===== src/rtl/riscv_core_run_ctrl_if.sv =====
// Register-block <-> run-controller bundle. The master side is the AXI-Lite register block;
// the slave side is riscv_core_run_ctrl. i_core_halt exists only with RISCV_HALT_DETECT_EN.
interface riscv_core_run_ctrl_if #(
  parameter int DATA_WIDTH = 32,
  parameter int IMEM_AW    = 10,
  parameter int CNT_WIDTH  = 32
);
  logic                  i_run;
  logic [CNT_WIDTH-1:0]  i_num_cycle;
  logic                  i_mem_reset_n;
  logic                  i_instr_write;
  logic [DATA_WIDTH-1:0] i_instr_addr;
  logic [DATA_WIDTH-1:0] i_instr_data;
`ifdef RISCV_HALT_DETECT_EN
  logic                  i_core_halt;
`endif
  logic                  o_idle;
  logic                  o_running;
  logic                  o_done;
  logic                  o_core_rst_n;
  logic                  o_core_en;
  logic                  o_imem_we;
  logic [IMEM_AW-1:0]    o_imem_addr;
  logic [DATA_WIDTH-1:0] o_imem_wdata;
  logic [CNT_WIDTH-1:0]  o_cycle_cnt;
  logic                  o_wr_drop;
  logic [1:0]            state_dbg;

`ifdef RISCV_HALT_DETECT_EN
  modport master (
    output i_run, i_num_cycle, i_mem_reset_n, i_instr_write, i_instr_addr, i_instr_data, i_core_halt,
    input  o_idle, o_running, o_done, o_core_rst_n, o_core_en, o_imem_we, o_imem_addr,
           o_imem_wdata, o_cycle_cnt, o_wr_drop, state_dbg
  );
  modport slave (
    input  i_run, i_num_cycle, i_mem_reset_n, i_instr_write, i_instr_addr, i_instr_data, i_core_halt,
    output o_idle, o_running, o_done, o_core_rst_n, o_core_en, o_imem_we, o_imem_addr,
           o_imem_wdata, o_cycle_cnt, o_wr_drop, state_dbg
  );
`else
  modport master (
    output i_run, i_num_cycle, i_mem_reset_n, i_instr_write, i_instr_addr, i_instr_data,
    input  o_idle, o_running, o_done, o_core_rst_n, o_core_en, o_imem_we, o_imem_addr,
           o_imem_wdata, o_cycle_cnt, o_wr_drop, state_dbg
  );
  modport slave (
    input  i_run, i_num_cycle, i_mem_reset_n, i_instr_write, i_instr_addr, i_instr_data,
    output o_idle, o_running, o_done, o_core_rst_n, o_core_en, o_imem_we, o_imem_addr,
           o_imem_wdata, o_cycle_cnt, o_wr_drop, state_dbg
  );
`endif
endinterface


===== src/rtl/riscv_core_run_ctrl.sv =====
// Run sequencer for the RISC-V core: imem loading, core reset hold, fixed-length run, status.
// Optional RISCV_HALT_DETECT_EN adds i_core_halt, which ends a run early.
module riscv_core_run_ctrl #(
  parameter int DATA_WIDTH = 32,
  parameter int IMEM_AW    = 10,
  parameter int CNT_WIDTH  = 32,
  parameter int RST_HOLD   = 4
) (
  input logic                  S_AXI_ACLK,
  input logic                  S_AXI_ARESET,
  riscv_core_run_ctrl_if.slave bus
);
  // Handshake: i_run is a one-cycle tick, taken only in IDLE with i_mem_reset_n high; an imem write
  // is requested by a 0->1 edge of the i_instr_write level and acknowledged by a one-cycle o_imem_we.
  typedef enum logic [1:0] {
    ST_IDLE = 2'd0,
    ST_HOLD = 2'd1,
    ST_RUN  = 2'd2,
    ST_DONE = 2'd3
  } state_t;

  localparam int HW = (RST_HOLD > 1) ? $clog2(RST_HOLD) : 1;
  localparam logic [HW-1:0] HOLD_LAST = HW'(RST_HOLD - 1);

  state_t                state;
  state_t                state_nx;
  logic [HW-1:0]         hold_cnt;
  logic [CNT_WIDTH-1:0]  num_cycle;
  logic [CNT_WIDTH-1:0]  cycle_cnt;
  logic [CNT_WIDTH:0]    cnt_next_ext;
  logic                  core_rst_n;
  logic                  instr_write_q;
  logic                  wr_drop;
  logic                  imem_we;
  logic [IMEM_AW-1:0]    imem_addr;
  logic [DATA_WIDTH-1:0] imem_wdata;
  logic                  run_ok;
  logic                  abort;
  logic                  wr_edge;
  logic                  wr_ok;
  logic                  last_cycle;
  logic                  halt;
  logic                  unused_addr_bits;

  assign run_ok       = bus.i_run & bus.i_mem_reset_n;
  assign abort        = ~bus.i_mem_reset_n;
  assign wr_edge      = bus.i_instr_write & ~instr_write_q;
  assign wr_ok        = (state == ST_IDLE) & bus.i_mem_reset_n;
  assign cnt_next_ext = {1'b0, cycle_cnt} + {{CNT_WIDTH{1'b0}}, 1'b1};
  // Full-width unsigned compare: the cycle being executed now is the last one.
  assign last_cycle   = cnt_next_ext >= {1'b0, num_cycle};

`ifdef RISCV_HALT_DETECT_EN
  assign halt = bus.i_core_halt;
`else
  assign halt = 1'b0;
`endif

  assign unused_addr_bits = ^{bus.i_instr_addr[DATA_WIDTH-1:IMEM_AW+2], bus.i_instr_addr[1:0]};

  always_ff @(posedge S_AXI_ACLK or posedge S_AXI_ARESET) begin
    if (S_AXI_ARESET) state <= ST_IDLE;
    else              state <= state_nx;
  end

  always_comb begin
    state_nx = state;
    case (state)
      ST_IDLE: begin
        if (run_ok) state_nx = ST_HOLD;
      end
      ST_HOLD: begin
        if (abort)                      state_nx = ST_IDLE;
        else if (hold_cnt == HOLD_LAST) state_nx = (num_cycle == '0) ? ST_DONE : ST_RUN;
      end
      ST_RUN: begin
        if (abort)                    state_nx = ST_IDLE;
        else if (last_cycle || halt)  state_nx = ST_DONE;
      end
      ST_DONE: state_nx = ST_IDLE;
      default: state_nx = ST_IDLE;
    endcase
  end

  always_ff @(posedge S_AXI_ACLK or posedge S_AXI_ARESET) begin
    if (S_AXI_ARESET) begin
      hold_cnt      <= '0;
      num_cycle     <= '0;
      cycle_cnt     <= '0;
      core_rst_n    <= 1'b0;
      instr_write_q <= 1'b0;
      wr_drop       <= 1'b0;
      imem_we       <= 1'b0;
      imem_addr     <= '0;
      imem_wdata    <= '0;
    end else begin
      instr_write_q <= bus.i_instr_write;
      imem_we       <= 1'b0;

      if (wr_edge) begin
        if (wr_ok) begin
          imem_we    <= 1'b1;
          imem_addr  <= bus.i_instr_addr[IMEM_AW+1:2];
          imem_wdata <= bus.i_instr_data;
        end else begin
          wr_drop <= 1'b1;
        end
      end

      case (state)
        ST_IDLE: begin
          if (run_ok) begin
            num_cycle <= bus.i_num_cycle;
            cycle_cnt <= '0;
            hold_cnt  <= '0;
            wr_drop   <= 1'b0;
          end
        end
        ST_HOLD: hold_cnt <= hold_cnt + {{(HW-1){1'b0}}, 1'b1};
        // The abort cycle still had the core enabled, so it is counted like any other RUN cycle.
        ST_RUN: begin
          if (cycle_cnt != '1) cycle_cnt <= cnt_next_ext[CNT_WIDTH-1:0];
        end
        default: ;
      endcase

      // Core leaves reset only for RUN; after a completed run it stays out of reset so its state is readable.
      if (state_nx == ST_RUN)
        core_rst_n <= 1'b1;
      else if (state_nx == ST_HOLD)
        core_rst_n <= 1'b0;
      else if (abort && (state == ST_HOLD || state == ST_RUN))
        core_rst_n <= 1'b0;
    end
  end

  assign bus.o_idle       = (state == ST_IDLE);
  assign bus.o_running    = (state == ST_HOLD) || (state == ST_RUN);
  assign bus.o_done       = (state == ST_DONE);
  assign bus.o_core_en    = (state == ST_RUN);
  assign bus.o_core_rst_n = core_rst_n;
  assign bus.o_imem_we    = imem_we;
  assign bus.o_imem_addr  = imem_addr;
  assign bus.o_imem_wdata = imem_wdata;
  assign bus.o_cycle_cnt  = cycle_cnt;
  assign bus.o_wr_drop    = wr_drop;
  assign bus.state_dbg    = state;
endmodule


===== src/flat_wrapper.sv =====
// flat-port wrapper written by rule: the top's interface ports become plain ports
module riscv_core_run_ctrl_flat 
#(
  parameter int DATA_WIDTH = 32,
  parameter int IMEM_AW    = 10,
  parameter int CNT_WIDTH  = 32,
  parameter int RST_HOLD   = 4
)
  (S_AXI_ACLK, S_AXI_ARESET, bus_i_run, bus_i_num_cycle, bus_i_mem_reset_n, bus_i_instr_write, bus_i_instr_addr, bus_i_instr_data, bus_o_idle, bus_o_running, bus_o_done, bus_o_core_rst_n, bus_o_core_en, bus_o_imem_we, bus_o_imem_addr, bus_o_imem_wdata, bus_o_cycle_cnt, bus_o_wr_drop, bus_state_dbg);
  riscv_core_run_ctrl_if #(.DATA_WIDTH(DATA_WIDTH), .IMEM_AW(IMEM_AW), .CNT_WIDTH(CNT_WIDTH)) bus_i ();
  input logic S_AXI_ACLK;
  input logic S_AXI_ARESET;
  input wire logic [$bits(bus_i.i_run)-1:0] bus_i_run;
  input wire logic [$bits(bus_i.i_num_cycle)-1:0] bus_i_num_cycle;
  input wire logic [$bits(bus_i.i_mem_reset_n)-1:0] bus_i_mem_reset_n;
  input wire logic [$bits(bus_i.i_instr_write)-1:0] bus_i_instr_write;
  input wire logic [$bits(bus_i.i_instr_addr)-1:0] bus_i_instr_addr;
  input wire logic [$bits(bus_i.i_instr_data)-1:0] bus_i_instr_data;
  output wire logic [$bits(bus_i.o_idle)-1:0] bus_o_idle;
  output wire logic [$bits(bus_i.o_running)-1:0] bus_o_running;
  output wire logic [$bits(bus_i.o_done)-1:0] bus_o_done;
  output wire logic [$bits(bus_i.o_core_rst_n)-1:0] bus_o_core_rst_n;
  output wire logic [$bits(bus_i.o_core_en)-1:0] bus_o_core_en;
  output wire logic [$bits(bus_i.o_imem_we)-1:0] bus_o_imem_we;
  output wire logic [$bits(bus_i.o_imem_addr)-1:0] bus_o_imem_addr;
  output wire logic [$bits(bus_i.o_imem_wdata)-1:0] bus_o_imem_wdata;
  output wire logic [$bits(bus_i.o_cycle_cnt)-1:0] bus_o_cycle_cnt;
  output wire logic [$bits(bus_i.o_wr_drop)-1:0] bus_o_wr_drop;
  output wire logic [$bits(bus_i.state_dbg)-1:0] bus_state_dbg;
  assign bus_i.i_run = bus_i_run;
  assign bus_i.i_num_cycle = bus_i_num_cycle;
  assign bus_i.i_mem_reset_n = bus_i_mem_reset_n;
  assign bus_i.i_instr_write = bus_i_instr_write;
  assign bus_i.i_instr_addr = bus_i_instr_addr;
  assign bus_i.i_instr_data = bus_i_instr_data;
  assign bus_o_idle = bus_i.o_idle;
  assign bus_o_running = bus_i.o_running;
  assign bus_o_done = bus_i.o_done;
  assign bus_o_core_rst_n = bus_i.o_core_rst_n;
  assign bus_o_core_en = bus_i.o_core_en;
  assign bus_o_imem_we = bus_i.o_imem_we;
  assign bus_o_imem_addr = bus_i.o_imem_addr;
  assign bus_o_imem_wdata = bus_i.o_imem_wdata;
  assign bus_o_cycle_cnt = bus_i.o_cycle_cnt;
  assign bus_o_wr_drop = bus_i.o_wr_drop;
  assign bus_state_dbg = bus_i.state_dbg;
  riscv_core_run_ctrl #(.DATA_WIDTH(DATA_WIDTH), .IMEM_AW(IMEM_AW), .CNT_WIDTH(CNT_WIDTH), .RST_HOLD(RST_HOLD)) u_core (.S_AXI_ACLK(S_AXI_ACLK), .S_AXI_ARESET(S_AXI_ARESET), .bus(bus_i));
endmodule

===== config.mk =====
export PLATFORM = sky130hd
export DESIGN_NAME = riscv_core_run_ctrl_flat
export DESIGN_NICKNAME = d
export VERILOG_FILES = /design/src/rtl/riscv_core_run_ctrl_if.sv /design/src/rtl/riscv_core_run_ctrl.sv /design/src/flat_wrapper.sv
export SDC_FILE = /design/constraint.sdc
export NUM_CORES = 1
export LEC_CHECK = 0
export CAP_MARGIN = 20
export CORE_MARGIN = 8
export CORE_UTILIZATION = 43
export CTS_BUF_LIST = sky130_fd_sc_hd__clkbuf_16
export DETAILED_ROUTE_END_ITERATION = 16
export PLACE_DENSITY = 0.78
export SLEW_MARGIN = 20
export SYNTH_ARGS = -nofsm -noshare
export SYNTH_HDL_FRONTEND = slang
export SYNTH_SLANG_ARGS = --single-unit

===== constraint.sdc =====
create_clock -name S_AXI_ACLK -period 3.8 [get_ports S_AXI_ACLK]
set_input_delay 0.57 -clock S_AXI_ACLK [delete_from_list [all_inputs] [get_ports S_AXI_ACLK]]
set_output_delay 0.57 -clock S_AXI_ACLK [all_outputs]
set_load 0.02 [all_outputs]

==> results of run 1 <==
[layout by cell type (no fill, tap or decap), types with 3 or more instances in the layout]
cell / count
bufinv_16: 7
xnor2_1: 20
buf_4: 23
nor2b_1: 5
inv_1: 40
clkdlybuf4s50_1: 161
a21o_1: 4
xor2_1: 9
o21ai_0: 37
nand2_1: 229
clkinv_1: 5
o21ai_1: 17
and4_1: 7
clkinv_2: 3
clkbuf_16: 17
and3_1: 9
nor2_1: 13
nand3_1: 24
a211oi_1: 3
and2_1: 6
o211ai_1: 4
a21oi_1: 16
nand2b_1: 3
nand4_1: 9
ha_1: 38
o31ai_1: 7
dfrtp_1: 114
nor4_1: 8
[cell families (layout without fill, tap and decap cells)]
kind of cell	count (synthesis)	after routing
and+or+nand+nor	321	321
DFF	114	114
AOI/OAI and AO/OA	105	105
buffers and inverters	70	259
adders and majority gates	39	39
xor gates and xnor gates	30	30
muxes	1	1
[how the worst min path moves through the flow]
stage	endpoint	slack, ps	depth (start not counted)
floorplan	u_core.hold_cnt[0]	460	1
global placement	u_core.bus.o_imem_addr[5]	460	2
detailed placement	u_core.bus.o_imem_wdata[10]	460	2
CTS	u_core.bus.o_imem_wdata[27]	470	2
global route	u_core.bus.o_imem_wdata[19]	480	2
finish	u_core.bus.o_imem_wdata[16]	470	2
[layer usage]
layer	GRT usage (%)	up-vias
met4	6.11	0
met5	0	-
met1	24.2	2535
li1	-	2638
met3	6.06	21
met2	30.6	204
[critical path, stage by stage, from the launching register on]
cell      delay [ps]
dfrtp_1          420
ha_1             210
nand3_1          150
nor2_4           190
nor4b_4          350
nand3_1          140
xnor2_1          290
ha_1             310
nand4_1          160
o21ai_0          130
a211oi_1         270
o211ai_1         160
a311oi_2         290
a31oi_1          150
maj3_1           330
[power by group through the flow]
| stage | Clock [mW] | Combinational, mW | Sequential (mW) |
|---|---|---|---|
| 2_1_floorplan | 0 | 0.557 | 1.89 |
| 3_3_place_gp | 0 | 1.36 | 1.69 |
| 3_5_place_dp | 0 | 1.39 | 1.70 |
| 4_1_cts | 1.85 | 1.41 | 1.68 |
| 5_1_grt | 1.92 | 1.53 | 1.72 |
| 6_report | 1.82 | 1.39 | 1.68 |
[stage by stage]
| step | worst slack, ps | TNS [ps] | util [%] | hold slack (ps) | area [um2] |
|---|---|---|---|---|---|
| 2_1_floorplan | 183 | 0 | - | 463 | 5950 |
| 4_1_cts | 29.3 | 0 | 62.1 | 474 | 8520 |
| 3_5_place_dp | 12.3 | 0 | 57.2 | 461 | 7850 |
| 6_report | 110 | 0 | 62.4 | 468 | 8560 |
| 3_3_place_gp | 116 | 0 | 57.2 | 456 | 7850 |
| 5_1_grt | -10.8 | -10.8 | 62.4 | 482 | 8560 |
[flip-flops by register name (all words and copies together) (netlist names)]
register / cells
u_core.bus.o_core_rst_n: 1
u_core.bus.o_cycle_cnt: 32
u_core.bus.o_imem_addr: 10
u_core.bus.o_imem_wdata: 32
u_core.bus.o_imem_we: 1
u_core.bus.o_wr_drop: 1
u_core.bus.state_dbg: 2
u_core.hold_cnt: 2
u_core.instr_write_q: 1
u_core.num_cycle: 32
[layout make-up]
cell class	instances	share of cell area, %
sequential	114	33.3
inverter	42	1.87
timing repair buffer	185	21.1
clock buffer	17	4.97
multi-input combinational	496	33.3
clock inverter	15	2.85
tap	180	2.63
[repair_timing]
action                                  CTS  global route
pin swaps                                 0             1
endpoints found under the setup margin    1             1
resized for setup                         1             4
buffers inserted                          0             2
==> flow_metrics.py, run 1 <==
metrics = {
    "floorplan": {
        "io_pins": 184,
        "start_util_pct": 43.4,
        "fp-row-count": 43,
        "core_region_area_um2": 13700,
        "die_x_um": 134,
        "die_h_um": 134,
        "dieArea_um2": 17900,
    },
    "synthesis": {
        "synth_top_family_by_area": "simple AND/OR/NAND/NOR gates",
        "synth_flop_cell": "dfrtp_1",
        "synth_area_leaders": "dfrtp_1, nand2_1, ha_1",
        "synth_cell_types": 50,
        "ys.warnings.count": 0,
        "synth_top_area_share_pct": 47.9,
        "synth-xor-area-share_pct": 4.41,
        "ys_ff_latch": 114,
        "synth-adder-area-share_pct": 8.15,
        "synth_area_um2": 5950,
        "synth-edff-count": 0,
        "synth-simple-area-share_pct": 23.8,
        "yosysTopAreaCell": "dfrtp_1",
        "avgSynthCellArea_um2": 8.76,
        "ys_seq_area_share_pct": 47.9,
        "synth-compound-area-share_pct": 10.8,
        "post-synth-top-count-cell": "nand2_1",
        "syn_inst": 680,
        "synth_nets": 819,
        "synthMuxAreaShare_pct": 0.189,
        "synth_common_cells": "nand2_1, dfrtp_1, inv_1",
        "async_reset_ff_share_pct": 100,
    },
    "pwr": {
        "clock_power_share_pct": 37.2,
        "internal_power_mw": 3.41,
        "power_frac_comb_pct": 28.5,
        "p_seq_share_pct": 34.3,
        "ir_drop_v": 0.000310,
        "switching_share_pct": 30.3,
        "p_leak_nw": 4.04,
        "power.density_nw_per_um2": 572,
        "p_sw_mw": 1.48,
        "total_power_mw": 4.90,
    },
    "clocking": {
        "cts_buffer_depth": 2,
        "htree_num_levels": 4,
        "cts_buffers": 17,
        "clkSinkCount": 114,
        "clock_latency_ps": 410,
        "cts-root-buf": "clkbuf_16",
        "tritoncts": "yes",
        "postCtsHoldBufs": 0,
        "clk_pin_slew_ps": 50,
    },
    "drt": {
        "routed_wl_mm": 17.2,
        "wl_per_cell_um": 16.3,
        "drt_iter0_drc": 306,
        "via_per_inst": 5.15,
        "drc": 0,
        "ant_nets": 0,
        "met3_wirelength_mm": 1.30,
        "vias": 5398,
        "wl_met1_mm": 7.76,
        "met2_length_mm": 7.87,
        "top_layer": "met4",
        "first_pass_iters": 5,
    },
    "final_layout": {
        "layout-drive-gt1-share_pct": 7.25,
        "nets": 995,
        "regArea_um2": 2850,
        "layoutNonFillerInstCount": 1049,
        "fillers": 1125,
        "multi_input_area_um2": 2850,
        "area_growth_pct": 43.8,
        "diodes": 0,
    },
    "global_routing": {
        "grt_antenna_before_repair": 0,
        "gr-usage-all-layers_pct": 19.2,
        "grt_pass1_vias": 5420,
        "gr-total-overflow": 0,
        "grt_max_degree": 66,
        "grt_pass1_wl_mm": 27.4,
    },
    "placed_design": {
        "place.gp.congestion": 0.851,
        "dpl.hpwl_mm": 12.5,
        "dp.cells": 1015,
        "port_buffers": 161,
    },
    "critical_path": {
        "timing.rr.end": "u_core.bus.o_core_rst_n",
        "end_kind": "flip-flop",
        "path_max_fanout": 5,
        "cp-startpoint": "u_core.bus.o_cycle_cnt[1]",
        "r2r_slack_ps": 110,
        "r2r_cells": 14,
        "critPathKind": "flip-flop to flip-flop",
        "r2r_start": "u_core.bus.o_cycle_cnt[1]",
        "worst_setup_path_start_kind": "flip-flop",
        "critPathCapture": "u_core.bus.o_core_rst_n",
        "required_ps": 4080,
        "worstPathArrival_ps": 3970,
    },
    "hold_path": {
        "min_from": "u_core.bus.o_imem_wdata[16]",
        "min_path_type": "flip-flop to flip-flop",
    },
    "status": {
        "outcome": "completed",
    },
    "timing": {
        "finClkSkew_ps": 10.4,
        "period_needed_ps": 3690,
        "fmax_mhz": 271,
        "period_share_pct": 97.1,
        "slew_violations": 0,
        "max_slew_margin_pct": 54.4,
        "worst_pin_slew_ps": 685,
        "setup_viol": 0,
        "finalHoldViolCount": 0,
    },
    "run": {
        "max_cap_viol_count": 0,
    },
}
(Power assumes the default switching activity.)
==> run 2, diff against run 1 <==
clock period = 3.3 ns   (was 3.8 ns; I/O delays follow)
==> run 2 against run 1 <==
The run now ends with negative setup slack left; worst hold slack gained 1.3 ps; clock power hardly changed; sequential cell count did not move; sequential power is 15% higher; critical path depth up 4; setup slack got worse by 370 ps; routed wire length is 8.5% higher; via count up 5.9%; design area increased by 5.3%; critical endpoint unchanged.
==> flow_metrics.py, run 2 (same netlist as run 1, synthesis figures left out) <==
metrics = {
    "placed_design": {
        "port_buffers": 161,
        "place.gp.congestion": 0.868,
        "dpl.hpwl_mm": 13.1,
        "dp.cells": 1057,
    },
    "critical_path": {
        "worstPathArrival_ps": 3850,
        "end_kind": "flip-flop",
        "path_max_fanout": 5,
        "critPathKind": "flip-flop to flip-flop",
        "r2r_start": "u_core.bus.o_cycle_cnt[19]",
        "timing.rr.end": "u_core.bus.o_core_rst_n",
        "r2r_slack_ps": -260,
        "max_stage_delay_ps": 340,
        "r2r_cells": 18,
        "worst_setup_path_start_kind": "flip-flop",
        "cpMaxStageDelayCell": "dfrtp_1",
        "required_ps": 3600,
        "cp_common_cell": "buf_4",
        "crit_chain": "and4_1 -> nand4_1 -> buf_4 -> nor4b_4 -> buf_4 -> buf_4 -> nand3_2 -> xnor2_2 -> ha_1 -> nand4_1 -> buf_4 -> buf_4 -> nor2_2 -> o221ai_2 -> o211ai_1 -> o31ai_1 -> and2_1 -> maj3_2",
    },
    "timing": {
        "setup_slack_ps": -258,
        "period_needed_ps": 3560,
        "finalHoldViolCount": 0,
        "period_share_pct": 108,
        "finClkSkew_ps": 8.21,
        "fmax_mhz": 281,
        "worst_pin_slew_ps": 720,
        "tns_ps": -258,
        "grt_setup_unrepaired": "true",
        "max_slew_margin_pct": 51.7,
        "slew_violations": 0,
        "setup_viol": 1,
        "whs_ps": 470,
    },
    "status": {
        "outcome": "complete, but fails checks",
        "violations": "negative setup slack",
    },
    "drt": {
        "drt_iter0_drc": 340,
        "vias": 5715,
        "first_pass_iters": 5,
        "wl_per_cell_um": 16.9,
        "via_per_inst": 5.18,
        "drc": 0,
        "ant_nets": 0,
        "routed_wl_mm": 18.6,
    },
    "clocking": {
        "tritoncts": "yes",
        "clk_pin_slew_ps": 50,
        "cts_buffers": 17,
        "clkSinkCount": 114,
        "clock_latency_ps": 420,
        "htree_num_levels": 4,
        "cts-root-buf": "clkbuf_16",
        "cts_buffer_depth": 2,
    },
    "floorplan": {
        "io_pins": 184,
        "die_x_um": 134,
        "die_h_um": 134,
        "core_region_area_um2": 13700,
        "dieArea_um2": 17900,
        "start_util_pct": 43.4,
        "fp-row-count": 43,
    },
    "global_routing": {
        "grt_max_degree": 115,
        "gr-usage-all-layers_pct": 20.3,
        "grt_pass1_vias": 5576,
        "grt_pass1_wl_mm": 28.7,
        "grt_antenna_before_repair": 0,
        "gr-total-overflow": 0,
    },
    "pwr": {
        "p_leak_nw": 4.28,
        "ir_drop_v": 0.000342,
        "power.density_nw_per_um2": 609,
    },
    "final_layout": {
        "regArea_um2": 2850,
        "multi_input_area_um2": 2970,
        "layout_commonest_cell": "nand2_1",
        "fillers": 1051,
        "nets": 1049,
        "layoutNonFillerInstCount": 1103,
        "diodes": 0,
        "final_cell_mix": "nand2_1, clkdlybuf4s50_1, dfrtp_1, buf_4, inv_1",
        "layout-drive-gt1-share_pct": 15.0,
        "area_growth_pct": 51.4,
    },
    "run": {
        "max_cap_viol_count": 0,
    },
    "hold_path": {
        "min_path_type": "flip-flop to flip-flop",
        "whs_path_depth": 2,
        "min_from": "u_core.bus.o_imem_wdata[31]",
        "holdPathEnd": "u_core.bus.o_imem_wdata[31]",
    },
}
[run 2: cell types whose count changed in the layout (fill, tap and decap cells not counted), sizes merged]
cell / previous run / this run
clkinv: 8 / 7
buf: 24 / 78
bufinv: 7 / 3
clkinvlp: 0 / 7
inv: 42 / 40
[run 2: through the flow]
stage / setup WS [ps] / total power [mW] / area (um2) / utilization (%)
finish: -258 / 5.49 / 9010 / 65.7
global route: -417 / 5.77 / 9010 / 65.7
CTS: -195 / 5.48 / 8870 / 64.6
detailed placement: -293 / 3.59 / 8160 / 59.5
global placement: -180 / 3.54 / 8160 / 59.5
floorplan: -279 / 2.82 / 5960 / -
[run 2: cell type report]
cell class                      instances  share of cell area [%]
Tap cell                              180                    2.50
Timing Repair Buffer                  239                    24.5
Sequential cell                       114                    31.7
Inverter                               42                    1.79
Clock inverter                         15                    1.86
Multi-Input combinational cell        496                    33.0
Clock buffer                           17                    4.72
[run 2: timing repair]
action	in CTS	in global routing
setup buffers	8	6
gates cloned	0	0
setup endpoints to repair	1	3
hold buffers	0	0
pin swaps	21	18
resized for setup	11	15
[run 2: per-layer routing]
metal  share of wire, %  vias up  global-route usage, %
met3                8.4       29                   5.84
met2                 46      254                   31.6
met5                  0        -                      0
met1                 44     2686                   26.2
li1                   -     2746                      -
met4                1.9        0                   7.92
[run 2: worst max-delay path by stage]
stage / from / to / slack [ps] / cells past startpoint
2_1_floorplan: u_core.bus.o_cycle_cnt[1] / u_core.bus.o_core_rst_n / -280 / 14
3_3_place_gp: u_core.bus.o_cycle_cnt[19] / u_core.bus.o_core_rst_n / -180 / 14
3_5_place_dp: u_core.bus.o_cycle_cnt[1] / u_core.bus.o_core_rst_n / -290 / 14
4_1_cts: u_core.bus.o_cycle_cnt[18] / u_core.bus.o_core_rst_n / -190 / 14
5_1_grt: u_core.bus.o_cycle_cnt[16] / u_core.bus.o_core_rst_n / -420 / 18
6_report: u_core.bus.o_cycle_cnt[19] / u_core.bus.o_core_rst_n / -260 / 18
[run 2: power by group]
group	switching [mW]	internal [mW]	leakage (nW)	total (mW)
Clock	0.677	1.18	0.274	1.85
Combinational	0.939	0.758	2.54	1.70
Sequential	0.190	1.74	1.47	1.93
[run 2: worst max-delay path: cells and delay by family (launching register included)]
family          cells  cell delay (ps)
simple gates        7             1140
fa+ha+maj           2              620
xor+xnor            1              170
compound gates      3              340
buf+inv             5              830
flops               1              340
